--- src/rtl/pb_debounce_multi_pkg.sv ---
`default_nettype none
// ============================================================================
// Module      : pb_pkg
// Description : Shared constants and width helper for the push-button debouncer.
// Revision    : 1.0 - initial release
// ============================================================================
package pb_pkg;

    localparam int PB_CLK_DIV_1MS    = 25000;
    localparam int PB_STABLE_DEFAULT = 8;

    // Counter width for a 0..value-1 range, never narrower than one bit.
    function automatic int clog2_min1(input int value);
        return (value <= 1) ? 1 : $clog2(value);
    endfunction

endpackage
`default_nettype wire

--- src/rtl/pb_debounce_multi_tick_gen.sv ---
`default_nettype none
// ============================================================================
// Module      : pb_tick_gen
// Description : Free-running prescaler producing a one-cycle sample-enable tick.
// Revision    : 1.0 - initial release
// ============================================================================
module pb_tick_gen
    import pb_pkg::*;
#(
    parameter int CLK_DIV = PB_CLK_DIV_1MS
) (
    input  logic clk,
    input  logic rst,
    output logic tick
);

    localparam int              DIV_W    = clog2_min1(CLK_DIV);
    localparam logic [DIV_W-1:0] DIV_LAST = DIV_W'(CLK_DIV - 1);

    logic [DIV_W-1:0] div_cnt_q;
    logic [DIV_W-1:0] div_cnt_d;
    logic             at_last;

    assign at_last = (div_cnt_q == DIV_LAST);

    always_comb begin
        div_cnt_d = div_cnt_q + DIV_W'(1);
        if (at_last) begin
            div_cnt_d = '0;
        end
    end

    always_ff @(posedge clk) begin
        if (rst) begin
            div_cnt_q <= '0;
        end else begin
            div_cnt_q <= div_cnt_d;
        end
    end

    // Held low during reset so CLK_DIV=1 does not strobe while in reset.
    assign tick = at_last & ~rst;

endmodule
`default_nettype wire

--- src/rtl/pb_debounce_multi.sv ---
`default_nettype none
// ============================================================================
// Module      : pb_debounce_multi
// Description : Multi-channel synchronous push-button debouncer with edge pulses.
// Revision    : 1.0 - initial release
// ============================================================================
module pb_debounce_multi
    import pb_pkg::*;
#(
    parameter int   N_CH        = 4,
    parameter int   CLK_DIV     = PB_CLK_DIV_1MS,
    parameter int   STABLE_CNT  = PB_STABLE_DEFAULT,
    parameter logic RESET_LEVEL = 1'b0
) (
    input  logic            clk,
    input  logic            rst,
    input  logic [N_CH-1:0] button,
    output logic [N_CH-1:0] pb_level,
    output logic [N_CH-1:0] pb_rise,
    output logic [N_CH-1:0] pb_fall,
    output logic            tick
);

    localparam int               STAB_W    = clog2_min1(STABLE_CNT);
    localparam logic [STAB_W-1:0] STAB_LAST = STAB_W'(STABLE_CNT - 1);

    pb_tick_gen #(
        .CLK_DIV (CLK_DIV)
    ) u_tick_gen (
        .clk  (clk),
        .rst  (rst),
        .tick (tick)
    );

    for (genvar i = 0; i < N_CH; i++) begin : g_ch
        logic              s1_q;
        logic              s2_q;
        logic              level_q, level_d;
        logic [STAB_W-1:0] cnt_q, cnt_d;
        logic              rise_q, rise_d;
        logic              fall_q, fall_d;

        // Any tick sample that agrees with the current level drops progress.
        always_comb begin
            level_d = level_q;
            cnt_d   = cnt_q;
            rise_d  = 1'b0;
            fall_d  = 1'b0;
            if (tick) begin
                if (s2_q == level_q) begin
                    cnt_d = '0;
                end else if (cnt_q == STAB_LAST) begin
                    level_d = s2_q;
                    cnt_d   = '0;
                    rise_d  = s2_q;
                    fall_d  = ~s2_q;
                end else begin
                    cnt_d = cnt_q + STAB_W'(1);
                end
            end
        end

        always_ff @(posedge clk) begin
            if (rst) begin
                s1_q    <= RESET_LEVEL;
                s2_q    <= RESET_LEVEL;
                level_q <= RESET_LEVEL;
                cnt_q   <= '0;
                rise_q  <= 1'b0;
                fall_q  <= 1'b0;
            end else begin
                s1_q    <= button[i];
                s2_q    <= s1_q;
                level_q <= level_d;
                cnt_q   <= cnt_d;
                rise_q  <= rise_d;
                fall_q  <= fall_d;
            end
        end

        assign pb_level[i] = level_q;
        assign pb_rise[i]  = rise_q;
        assign pb_fall[i]  = fall_q;
    end

endmodule
`default_nettype wire

--- config.mk ---
export PLATFORM = sky130hd
export DESIGN_NAME = pb_debounce_multi
export DESIGN_NICKNAME = d
export VERILOG_FILES = /design/src/rtl/pb_debounce_multi_pkg.sv /design/src/rtl/pb_debounce_multi_tick_gen.sv /design/src/rtl/pb_debounce_multi.sv
export SDC_FILE = /design/constraint.sdc
export NUM_CORES = 1
export LEC_CHECK = 0
export ABC_AREA = 1
export BUFFER_PORTS_ARGS = -buffer_cell sky130_fd_sc_hd__buf_2
export CORE_UTILIZATION = 53
export CTS_CLUSTER_DIAMETER = 120
export DETAILED_ROUTE_END_ITERATION = 8
export HOLD_SLACK_MARGIN = 0.02
export PLACE_DENSITY = 0.72
export SLEW_MARGIN = 20
export SYNTH_ARGS = -nofsm -noshare
export SYNTH_HDL_FRONTEND = slang
export SYNTH_HIERARCHICAL = 1
export SYNTH_SLANG_ARGS = --single-unit
--- constraint.sdc ---
create_clock -name clk -period 3.6 [get_ports clk]
set_input_delay 0.54 -clock clk [delete_from_list [all_inputs] [get_ports clk]]
set_output_delay 0.54 -clock clk [all_outputs]
set_load 0.005 [all_outputs]
* After elaboration in Yosys (flattened, before gate mapping)
Index checks and enable logic that the tools add are counted.
Storage, ports and cells: logic and storage cells 71, register bits after elaboration 47, input port bits 6, output and inout port bits 13
Operators by class: bitwise gates (word level) 15, multiplexer cells 8, $add $sub $neg 5, eq/ne operators 9, reduce and logical (&&, ||, !) cells 9
Operator list (number):
- $mux W3 | 8
- $reduce_or A4 Y1 | 4
- $add A15 B1 Y15 const B | 1
- $eq A15 B15 Y1 const B | 1
- $not A1 Y1 | 14
- $add A3 B1 Y3 const B | 4
- $eq A3 B3 Y1 const B | 4
- $reduce_and A3 Y1 | 4
- $eq A1 B1 Y1 | 4
- $reduce_or A2 Y1 | 1
- $and A1 B1 Y1 | 1

* Longest topological paths before layout
Gate-level depths: netlist of the first run.
word-level depth 4, mapped depth 12, depth with buffers taken out 11

* By module
Netlist of the first run, hierarchy kept.
By module, submodules not included:
- pb_debounce_multi | area each 1333.8 sq um, sequential area each 640.6 sq um, times used 1, cells each 162
- pb_tick_gen | area each 854.6 sq um, sequential area each 300.3 sq um, times used 1, cells each 132

* Worst setup path before layout of the first run
Ideal clock, no wire load.
path type flip-flop to flip-flop, start point reg u_tick_gen.div_cnt_q[0], end point reg g_ch[3].level_q, clock period less this slack 1.695 ns, data required time 3.481 ns, path slack 1.905 ns, cell stages (with the launch flop) 12, buffers on the path 1, setup time 0.119 ns, arrival 1.576 ns, cells stage by stage dfxtp_1 > ha_1 > nand2_1 > inv_1 > nand2_1 > nor2_1 > nand2_1 > nor2_1 > buf_6 > nand2_1 > o21ai_0 > a21oi_1
Between the ends: cells in the longest elaborated chain, start to end 3
RTL lines:
- start, declared | RTL line pb_debounce_multi_tick_gen.sv:20 | logic [DIV_W-1:0] div_cnt_q;
- start signal, assigned | RTL line pb_debounce_multi_tick_gen.sv:37 | div_cnt_q <= div_cnt_d;
- $eq A15 B15 Y1 | RTL line pb_debounce_multi_tick_gen.sv:24 | assign at_last = (div_cnt_q == DIV_LAST);
- $and A1 B1 Y1 | RTL line pb_debounce_multi_tick_gen.sv:42 | assign tick = at_last & ~rst;
- via tick | RTL line pb_debounce_multi.sv:21 | output logic tick
- $reduce_and A3 Y1 (no source line)
- end signal, assigned | RTL line pb_debounce_multi.sv:74 | level_q <= level_d;
- end, declared | RTL line pb_debounce_multi.sv:38 | logic level_q, level_d;
The timed path passes the listed nets, and every way through them passes these cells. A chain may end at the register's enable or synchronous reset.

* Worst setup path in the final report of the first run
start point reg u_tick_gen.div_cnt_q[0], end point out tick
Between the ends: cells in the longest elaborated chain, start to end 2
RTL lines (RTL line):
- $eq A15 B15 Y1 | pb_debounce_multi_tick_gen.sv:24
- $and A1 B1 Y1 | pb_debounce_multi_tick_gen.sv:42
- end, declared | pb_debounce_multi.sv:21
No other way between the ends.

==> flow_summary.toml, run 1 <==
[finish]
layout.nets = 315
syn_to_final_growth_pct = 5.26
final_layout_size_suffix_gt1_share_pct = 13.6
diodes = 0
fin_area_sq_um = 2300

[synthesis]
synth_cell_type_count = 25
synth_cells = 294
yosys.area.top_type = "dfxtp_1"
syn_nets = 309
ys.flop_type = "dfxtp_1"
synthTopCellsByArea = "dfxtp_1 43%, nand2_1 11%, nor2_1 7.0%"
ys_seq_area_share_pct = 43.0
synth-seq-cells = 47
synth_commonest_cells = "64 x nand2_1, 47 x dfxtp_1, 41 x nor2_1"
yosysMostFrequentCell = "nand2_1"
synth_top_area_share_pct = 43.0
async_reset_ff_share_pct = 0
synth_edf_count = 0
postSynthAreaPerCell_sq_um = 7.44
netlist_area_sq_um = 2190
ys_warn_count = 6

[timing]
tns_ns = 0
tightest_slew_ns = 0.678
hold_viol = 0
finalSetupViolations = 0
fmax_ghz = 0.375
finalMaxSlewViolations = 0
fin_crit_sh_pct = 74.0
finClkSkew_ns = 0.00778
rsz0062_at_grt = "false"
fin_crit_ns = 2.66
slew_headroom_pct = 54.6

[clock_network]
cts_setup_buffers = 0
cts.hold.buffers_added = 0
clk_pin_slew_ns = 0.09
clk_latency_ns = 0.31
cts_tree = "built"
cts_buffer_depth = 2
clock-sinks = 47
cts_made_buffers = 5
cts_resized = 0
h-tree-depth = 2
cts_root_buf = "clkbuf_8"

[placed_design]
routabilityCongestion = 0.894
placed_area_sq_um = 2190
hpwlAfterDp_microns = 2640
port_buffers = 18

[route]
wire_per_inst_microns = 10.5
postRouteAntennaNets = 0
drc = 0
wl_microns = 3660
via_count = 1716
drt-pass1-iter-count = 5
first_iter_violations = 127
viasPerCell = 4.92

[worst_setup_path]
crit_path_end_kind = "primary output"
path_class = "reg2out"
worstPathMaxFanout = 12
cp_data_required_time_ns = 3.06
cp-start-kind = "flop"
arrival_ns = 2.12

[power_and_ir_drop]
static-leakage-power_nw = 0.961
p_per_area_nw_per_um2 = 411
peakVddDrop_uv = 220
power_uw = 946

[floorplanning]
die_h_microns = 66.3
fp.dieArea_sq_um = 4390
io_pins = 19
die_w_microns = 66.3
std_cell_rows = 22
initial_utilization_pct = 57.6
core-area_sq_um = 3800

[global_routing]
grtUsageTotal_pct = 20.1
grt.overflow.total = 0
grt_max_degree = 31
grt_pass1_vias = 1566
grt_pass1_wl_microns = 6590
antenna_found_initial = 0

[flow_run]
cap_violations = 0

[status]
outcome = "complete, no violations"

[hold_path]
hp-class = "reg2reg"
layout by cell type (no fill, tap or decap), types with 2 or more instances in the layout:
cell	synthesis	layout
nor2_2	3	3
clkbuf_8	0	5
a21oi_2	2	2
buf_2	4	18
inv_1	36	36
nand3_1	11	11
o21ai_0	2	2
nor4_1	2	2
nand4_1	17	17
inv_2	2	2
nand2_2	5	5
xor2_1	3	3
nor3_1	5	5
nor2_1	41	41
dfxtp_1	47	47
nand2_1	64	64
a21oi_1	20	20
ha_1	9	9
metrics by stage:
step                      std cells  util, %  hold WS, ns  setup slack, ns
final                           349     60.6        0.406            0.936
after global routing            349     60.6        0.426            0.598
after CTS                       349     60.6        0.409            0.899
after detailed placement        341     57.7        0.397             1.18
after global placement          341     57.7        0.389             1.27
after floorplan                 294        -        0.388             1.90
cell families (layout without fill, tap and decap cells):
group	after synthesis	in the layout	synth area share, %
DFF	47	47	43.0
adders and majority gates	9	9	5.15
xor gates and xnor gates	4	4	1.60
AOI/OAI and AO/OA	24	24	5.83
buffers and inverters	58	65	13.6
and+or+nand+nor	152	152	30.8
registers in the layout (all words and copies together), names as in the netlist:
| name | cells |
|---|---|
| g_ch.s1_q | 4 |
| g_ch.s2_q | 4 |
| g_ch.fall_q | 4 |
| u_tick_gen/div_cnt_q | 15 |
| g_ch.cnt_q | 12 |
| g_ch.rise_q | 4 |
| g_ch.level_q | 4 |
layer usage:
metal	GRT usage [%]	vias to the layer above	share of wire, %	wire [microns]
li1	-	934	-	-
met1	22.9	746	45	1660
met2	33.8	29	49	1790
met4	10.1	0	2.0	72
met5	0	-	0	0
met3	5.86	7	3.4	126
report_power, final:
| part | leakage (nW) | switching, mW | internal [mW] | total (mW) |
|---|---|---|---|---|
| combinational | 0.522 | 0.0181 | 0.00857 | 0.0266 |
| sequential | 0.381 | 0.00588 | 0.526 | 0.532 |
| clock | 0.0581 | 0.180 | 0.207 | 0.387 |
| total | 0.961 | 0.204 | 0.742 | 0.946 |
critical path, cell delays in order, from the launching register on:
cell	delay, ns
dfxtp_1	0.43
ha_1	0.27
nand2_1	0.07
inv_1	0.07
nand2_1	0.05
nor2_1	0.10
nand2_1	0.08
nor2_1	0.53
buf_2	0.23
final timing paths:
| kind | startpoint | end | slack [ns] | cells past startpoint |
|---|---|---|---|---|
| worst min-delay path | g_ch[2].s1_q | g_ch[2].s2_q | 0.41 | 2 |
| worst max register to register | u_tick_gen/div_cnt_q[0] | g_ch[3].cnt_q[0] | 1.21 | 11 |
| worst min register to register | g_ch[2].s1_q | g_ch[2].s2_q | 0.41 | 2 |
| worst max-delay path | u_tick_gen/div_cnt_q[0] | tick | 0.94 | 8 |
cell type report:
type,count,area (sq um)
fill,355,1500
multi-input combinational,189,950
sequential,47,941
inverter,38,143
timing repair buffer,19,97.6
clock buffer,5,68.8
tap,48,60.1
clock inverter,3,43.8
(Power assumes the default switching activity.)
==> inputs of run 2 (changes only) <==
clock period = 2.5 ns   (was 3.6 ns; I/O delays follow)
==> run 2 against run 1 <==
Critical path depth unchanged; clock power rose by 54%; largest cell class unchanged; design area is 0.81% higher.
==> flow_summary.toml, run 2 (synthesized netlist as in run 1, its figures left out) <==
[status]
outcome = "complete, no violations"

[power_and_ir_drop]
static-leakage-power_nw = 0.970
seqPwrFrac_pct = 54.8
clkPwrFrac_pct = 42.6
p_sw_share_pct = 21.5
peakVddDrop_uv = 403
pwr-share-comb_pct = 2.7
p_int_mw = 1.10
p_per_area_nw_per_um2 = 603
power_switching_uw = 301

[finish]
syn_to_final_growth_pct = 6.12
diodes = 0
final_common_cell = "nand2_1"
largest_register_ffs = 15
top_register = "u_tick_gen/div_cnt_q"
largestRegisters = "u_tick_gen/div_cnt_q: 15 flops, g_ch.cnt_q: 12 flops"
layout.nets = 316
post-route-util_pct = 61.1
final_layout_size_suffix_gt1_share_pct = 14.2
layout_common_cells = "64 x nand2_1, 47 x dfxtp_1, 40 x nor2_1"

[clock_network]
cts_tree = "built"
h-tree-depth = 2
cts_root_buf = "clkbuf_8"
cts_resized = 0
cts_setup_buffers = 0
cts.hold.buffers_added = 0
clock-sinks = 47
cts_buffer_depth = 2
clk_latency_ns = 0.31
cts_made_buffers = 5
clk_pin_slew_ns = 0.09

[worst_setup_path]
timing.rr.end = "g_ch[3].cnt_q[0]"
cp_data_required_time_ns = 2.12
rr_worst_depth = 11
worstPathMaxFanout = 8
path_class = "reg2out"
cp-start-kind = "flop"
arrival_ns = 1.81
crit_path_end_kind = "primary output"
timing.rr.start = "u_tick_gen/div_cnt_q[0]"
reg2reg_slack_ns = 0.48

[global_routing]
grt.overflow.total = 0
grt_max_degree = 31
grt_pass1_wl_microns = 6270
grt_pass1_vias = 1504
antenna_found_initial = 0
grtUsageTotal_pct = 19.0

[floorplanning]
die_w_microns = 66.3
io_pins = 19
fp.dieArea_sq_um = 4390
initial_utilization_pct = 57.6
std_cell_rows = 22
die_h_microns = 66.3
core-area_sq_um = 3800

[timing]
finClkSkew_ns = 0.0121
rsz0062_at_grt = "false"
finalMaxSlewViolations = 0
fin_crit_sh_pct = 87.3
hold_viol = 0
fmax_ghz = 0.458
finalSetupViolations = 0
fin_crit_ns = 2.18
tightest_slew_ns = 0.536
tns_ns = 0
slew_headroom_pct = 64.3

[route]
drt-pass1-iter-count = 4
via_count = 1726
viasPerCell = 4.93
wire_per_inst_microns = 10.5
wl_microns = 3670
first_iter_violations = 93
drc = 0
postRouteAntennaNets = 0

[placed_design]
port_buffers = 18
hpwlAfterDp_microns = 2640
routabilityCongestion = 0.906

[hold_path]
hold_start = "button[3]"
holdPathStages = 3
holdPathEnd = "g_ch[3].s1_q"
hp-class = "in2reg"

[flow_run]
cap_violations = 0
[run 2: area by class of cell]
type,count,area [sq um]
Sequential cell,47,941
Timing Repair Buffer,20,105
Fill cell,343,1480
Tap cell,48,60.1
Clock buffer,6,82.6
Inverter,38,143
Multi-Input combinational cell,189,952
Clock inverter,2,38.8
[run 2: worst max-delay path, cell delays in order (launching register included)]
cell	delay, ns
dfxtp_1	0.44
ha_1	0.26
nand2_1	0.07
inv_1	0.07
nand2_1	0.05
nor2_1	0.09
nand2_1	0.09
nor2_2	0.25
buf_2	0.18
[run 2: metal layers]
metal  wire length (microns)  GRT usage (%)
met5                       0              0
met2                    1750           32.3
met4                      76           9.57
met1                    1740           22.1
met3                     105           4.66
[run 2: metrics by stage]
step,cell area (sq um),worst slack [ns],power (mW),instances,hold WS (ns)
6_report,2320,0.317,1.40,350,0.261
5_1_grt,2320,0.0744,1.45,350,0.267
4_1_cts,2320,0.158,1.41,350,0.259
3_5_place_dp,2200,0.315,0.823,342,0.397
3_3_place_gp,2200,0.475,0.822,342,0.393
2_1_floorplan,2190,0.805,0.814,294,0.388
[run 2: worst max path at each step]
stage                            start                to  slack, ns
2_1_floorplan  u_tick_gen/div_cnt_q[0]   g_ch[3].level_q       0.80
4_1_cts        u_tick_gen/div_cnt_q[0]              tick       0.16
3_5_place_dp   u_tick_gen/div_cnt_q[0]  g_ch[3].cnt_q[0]       0.31
3_3_place_gp   u_tick_gen/div_cnt_q[0]  g_ch[3].cnt_q[0]       0.47
6_report       u_tick_gen/div_cnt_q[0]              tick       0.32
5_1_grt        u_tick_gen/div_cnt_q[0]              tick       0.07
[run 2: power groups by stage]
stage | registers (mW) | logic, mW | clock network (mW)
floorplan | 0.781 | 0.0337 | 0
global placement | 0.784 | 0.0381 | 0
detailed placement | 0.784 | 0.0382 | 0
CTS | 0.767 | 0.0381 | 0.607
global route | 0.768 | 0.0448 | 0.635
finish | 0.767 | 0.0377 | 0.596
